==> src/rtl/elastic_pipeline_pkg.sv <==
// Shared defaults and helpers for the elastic increment/multiply pipeline.
package elastic_pipeline_pkg;

   localparam int DEF_WIDTH = 8;
   localparam int DEF_DEPTH = 8;
   localparam int DEF_INC   = 1;
   localparam int DEF_MUL   = 2;

   // Counter must represent 0..DEPTH+1 (every increment stage plus the output register).
   function automatic int occ_width(input int depth);
      return $clog2(depth + 2);
   endfunction

endpackage

==> src/rtl/elastic_stage.sv <==
// One increment register of the pipeline: loads upstream data + INC whenever its ready is high.
module elastic_stage
   import elastic_pipeline_pkg::*;
#(
   parameter int WIDTH = DEF_WIDTH,
   parameter int INC   = DEF_INC
) (
   input  logic             clk,
   input  logic             rst,
   input  logic             i_flush,
   input  logic             i_ready,
   input  logic             i_up_valid,
   input  logic [WIDTH-1:0] i_up_data,
   output logic             o_valid,
   output logic [WIDTH-1:0] o_data
);

   localparam logic [WIDTH-1:0] INC_W = WIDTH'(INC);

   logic             r_valid;
   logic [WIDTH-1:0] r_data;

   always_ff @(posedge clk) begin
      if (rst) begin
         r_valid <= 1'b0;
         r_data  <= '0;
      end else if (i_flush) begin
         r_valid <= 1'b0;
      end else if (i_ready) begin
         r_valid <= i_up_valid;
         if (i_up_valid) r_data <= i_up_data + INC_W;
      end
   end

   assign o_valid = r_valid;
   assign o_data  = r_data;

endmodule

==> src/rtl/elastic_pipeline.sv <==
// Elastic pipeline: DEPTH increment stages then a multiply output register, valid/ready handshake.
// Define ELASTIC_PIPELINE_OCCUPANCY_EN to add the occupancy port and its counter.
module elastic_pipeline
   import elastic_pipeline_pkg::*;
#(
   parameter int WIDTH = DEF_WIDTH,
   parameter int DEPTH = DEF_DEPTH,
   parameter int INC   = DEF_INC,
   parameter int MUL   = DEF_MUL
) (
   input  logic             clk,
   input  logic             rst,
   input  logic             flush,
   input  logic             in_valid,
   output logic             in_ready,
   input  logic [WIDTH-1:0] in_data,
   output logic             out_valid,
   input  logic             out_ready,
   output logic [WIDTH-1:0] out_data
`ifdef ELASTIC_PIPELINE_OCCUPANCY_EN
   ,
   output logic [occ_width(DEPTH)-1:0] occupancy
`endif
);

   localparam logic [WIDTH-1:0] MUL_W = WIDTH'(MUL);

   // Index 0 is the upstream interface; index i+1 is the output of stage i.
   logic [DEPTH:0]            w_vld;
   logic [DEPTH:0][WIDTH-1:0] w_data;
   // w_ready[i] is the load enable of stage i; w_ready[DEPTH] belongs to the output register.
   logic [DEPTH:0]            w_ready;

   logic                      r_out_valid;
   logic [WIDTH-1:0]          r_out_data;

   assign w_vld[0]  = in_valid;
   assign w_data[0] = in_data;

   always_comb begin
      w_ready        = '0;
      w_ready[DEPTH] = !r_out_valid || out_ready;
      for (int i = DEPTH - 1; i >= 0; i--) begin
         w_ready[i] = !w_vld[i+1] || w_ready[i+1];
      end
   end

   for (genvar i = 0; i < DEPTH; i++) begin : g_stage
      elastic_stage #(
         .WIDTH (WIDTH),
         .INC   (INC)
      ) u_stage (
         .clk        (clk),
         .rst        (rst),
         .i_flush    (flush),
         .i_ready    (w_ready[i]),
         .i_up_valid (w_vld[i]),
         .i_up_data  (w_data[i]),
         .o_valid    (w_vld[i+1]),
         .o_data     (w_data[i+1])
      );
   end

   always_ff @(posedge clk) begin
      if (rst) begin
         r_out_valid <= 1'b0;
         r_out_data  <= '0;
      end else if (flush) begin
         r_out_valid <= 1'b0;
      end else if (w_ready[DEPTH]) begin
         r_out_valid <= w_vld[DEPTH];
         if (w_vld[DEPTH]) r_out_data <= w_data[DEPTH] * MUL_W;
      end
   end

   // Reset and flush mask the handshake combinationally so nothing is accepted in those cycles.
   assign in_ready  = w_ready[0] && !flush && !rst;
   assign out_valid = r_out_valid && !rst;
   assign out_data  = rst ? '0 : r_out_data;

`ifdef ELASTIC_PIPELINE_OCCUPANCY_EN
   localparam int OCC_W = occ_width(DEPTH);

   logic             w_accept;
   logic             w_emit;
   logic [OCC_W-1:0] r_occ;

   assign w_accept = in_valid && in_ready;
   assign w_emit   = out_valid && out_ready;

   always_ff @(posedge clk) begin
      if (rst || flush) begin
         r_occ <= '0;
      end else if (w_accept && !w_emit) begin
         r_occ <= r_occ + OCC_W'(1);
      end else if (!w_accept && w_emit) begin
         r_occ <= r_occ - OCC_W'(1);
      end
   end

   assign occupancy = r_occ;
`else
   // Occupancy tracking is not built in this configuration.
`endif

endmodule
==> config.mk <==
export PLATFORM = sky130hd
export DESIGN_NAME = elastic_pipeline
export DESIGN_NICKNAME = d
export VERILOG_FILES = /design/src/rtl/elastic_pipeline_pkg.sv /design/src/rtl/elastic_stage.sv /design/src/rtl/elastic_pipeline.sv
export SDC_FILE = /design/constraint.sdc
export NUM_CORES = 1
export LEC_CHECK = 0
export CAP_MARGIN = 20
export CORE_ASPECT_RATIO = 0.7
export CORE_MARGIN = 8
export CORE_UTILIZATION = 25
export CTS_CLUSTER_SIZE = 8
export DETAILED_ROUTE_END_ITERATION = 16
export PLACE_DENSITY = 0.49
export SETUP_SLACK_MARGIN = 0.2
export SLEW_MARGIN = 20
export SYNTH_ARGS = -nofsm -noshare
export SYNTH_HDL_FRONTEND = slang
export SYNTH_SLANG_ARGS = --single-unit
==> constraint.sdc <==
create_clock -name clk -period 4.7 [get_ports clk]
set_clock_uncertainty 0.05 [all_clocks]
set_input_delay 0.94 -clock clk [delete_from_list [all_inputs] [get_ports clk]]
set_output_delay 0.94 -clock clk [all_outputs]
set_load 0.02 [all_outputs]
==> metrics.txt <==
gpl congestion 0.678; top cells by instance count after synthesis dfxtp_1 (72), nor2_1 (70), a211oi_1 (37); Layout Cells excl Fill between 500 and 600; Setup crit start kind input port; endpoints failing hold 0; routed wire length slightly below 6 mm; core region area 0.0132 mm^2; CTS buffer count 9; ys async rst share 0; #FFs+latches synth a little over 70; synthesized cell area 0.00337 mm^2; PnR worst setup slack a little over 800 ps; number of synthesized flops with an enable pin 0; Clock transition at path regs ~50 ps; post-DR wirelength/cell approximately 11 um; Worst-Skew Late Latency 330 ps; WS Path Type in2out; nets around 390; DR pass1 iterations 4; total track usage 0.0733; count leader, synth dfxtp_1; Synth area leader dfxtp_1; RSZ-0062 raised after global routing no; Finish-stage setup viols 0; initial antenna violation count 0; total global routing overflow 0; Slew Limit Fails 0; IO Port Bufs 20; Post-CTS Setup Bufs 0; Syn Inst Count between 300 and 400; proportion of netlist area held by the largest area contributor 0.428; status finished clean; syn_nets around 380; clock sinks around 70; die area ~0.018 mm^2; DIE HEIGHT about 110 um; Min Clock Period, post-route a little under 4000 ps; DR DRC count 0; slew margin rel. 0.336; Top FF cell, synth dfxtp_1; Filler cells roughly 1400; largest cells by area after synthesis dfxtp_1 (43%), a211oi_1 (8.2%), nor2_1 (7.8%); Top-Level Pins 23; crit-path max FO 12; Tcrit/Tclk final 0.823; CTS tree built; clock root cell clkbuf_16; DR iter-0 viols between 90 and 100; Max clock buf depth 2; Syn-to-layout area delta 18.9%; PwrDens between 300 and 400 mW/mm^2; via count 2359; antenna diode count 0; vias per cell approximately 4.2; kind of end point of the critical path primary output; Critical Path RT 3710 ps; H-tree Lvls 3; Antenna Nets Post-Route 0; Synth Warn # 0; Design Power 1.35 mW; share of layout cells above drive strength 1 0.105; # hold bufs at CTS 0; Netlist cell types 34; Mapped Avg Cell Area about 9.5 um^2; die width between 150 and 200 um; starting density of the core 0.256; Final HPWL DP roughly 4.2 mm; setup slack at placement between 800 and 900 ps; Setup Total Neg Slack 0 ps; Min-Delay Path Class reg2reg; Row Count 35; hold slack final around 440 ps; Max Cap Violations 0; post-CTS sizing 0; largest net degree at the start of global routing 36; actual slew at the worst max-slew pin 996 ps; first-pass GRT wire length roughly 11 mm; Fmax 258 MHz; register area share after synthesis 0.428; Placed Cells around 540; vias in the first global route 2335; critical path data arrival time 2880 ps; Static Leak 1.31 nW; maximum VDD drop 0.178 mV
[per-layer routing]
| layer | up-vias | wire (um) | track usage |
|---|---|---|---|
| met3 | 13 | 272 | 0.0324 |
| li1 | 1266 | - | - |
| met2 | 25 | 2550 | 0.115 |
| met4 | 0 | 95 | 0.0332 |
| met1 | 1055 | 2970 | 0.0846 |
| met5 | - | 0 | 0 |
[cells by family after synthesis]
kind of cell    after synthesis  share of synthesized area
fa+ha+maj                     8                     0.0297
other cells                   1                    0.00111
flops                        72                      0.428
mux                          17                     0.0505
buf+inv                      26                     0.0401
xor+xnor                     40                      0.104
simple gates                128                      0.181
compound gates               62                      0.166
[cells in the final DEF, fill, tap and decap left out, drive strengths merged]
cell,n
clkinv,3
nor3,6
a41oi,3
a211oi,46
ha,8
conb,1
dfxtp,72
nand3,16
nor2,70
nor3b,1
a21oi,6
buf,5
and2,1
clkbuf,11
or3b,1
mux2i,17
xor2,16
clkinvlp,1
a31oi,1
nand2,6
a311oi,2
xnor2,24
nand2b,5
bufinv,1
and3,11
and4b,1
and4,1
nor2b,9
inv,4
clkdlybuf4s50,19
o21a,4
[per-stage QoR]
stage	util	instance area (um^2)
after floorplan	-	3370
after global placement	0.281	3710
after detailed placement	0.281	3710
after CTS	0.304	4010
after global routing	0.304	4010
final	0.304	4010
[final cells by class]
type	instances	area, um^2	share of cell area
clock buffer	11	243	0.0606
tap	185	231	0.0578
inverter	4	15.0	0.00375
clock inverter	5	56.3	0.0141
multi-input combinational	256	1790	0.448
timing repair buffer	24	225	0.0562
sequential	72	1440	0.360
[flip-flops by register name (all words and copies together) (netlist names)]
signal / count
r_out_valid: 1
g_stage.u_stage.o_valid: 8
r_out_data: 7
g_stage.u_stage.o_data: 56
[report_power, final]
group	internal [mW]	switching, mW
sequential	0.618	0.00737
combinational	0.0256	0.0313
clock	0.424	0.248
[final timing paths]
kind | start | endpoint | slack, ps | cells after the start
max | out_ready | in_ready | 830 | 6
min | r_out_data[2] | r_out_data[2] | 440 | 2
max reg2reg | g_stage[7].u_stage.o_valid | g_stage[4].u_stage.o_data[1] | 2790 | 4
min reg2reg | r_out_data[2] | r_out_data[2] | 440 | 2
[critical path, cell delays in order]
cell             delay (ps)
clkdlybuf4s50_1         430
and4b_4                 500
and2_1                  200
and3_1                  180
nor3_1                   50
clkdlybuf4s50_1         570
Power figures use the tool's default switching activity.
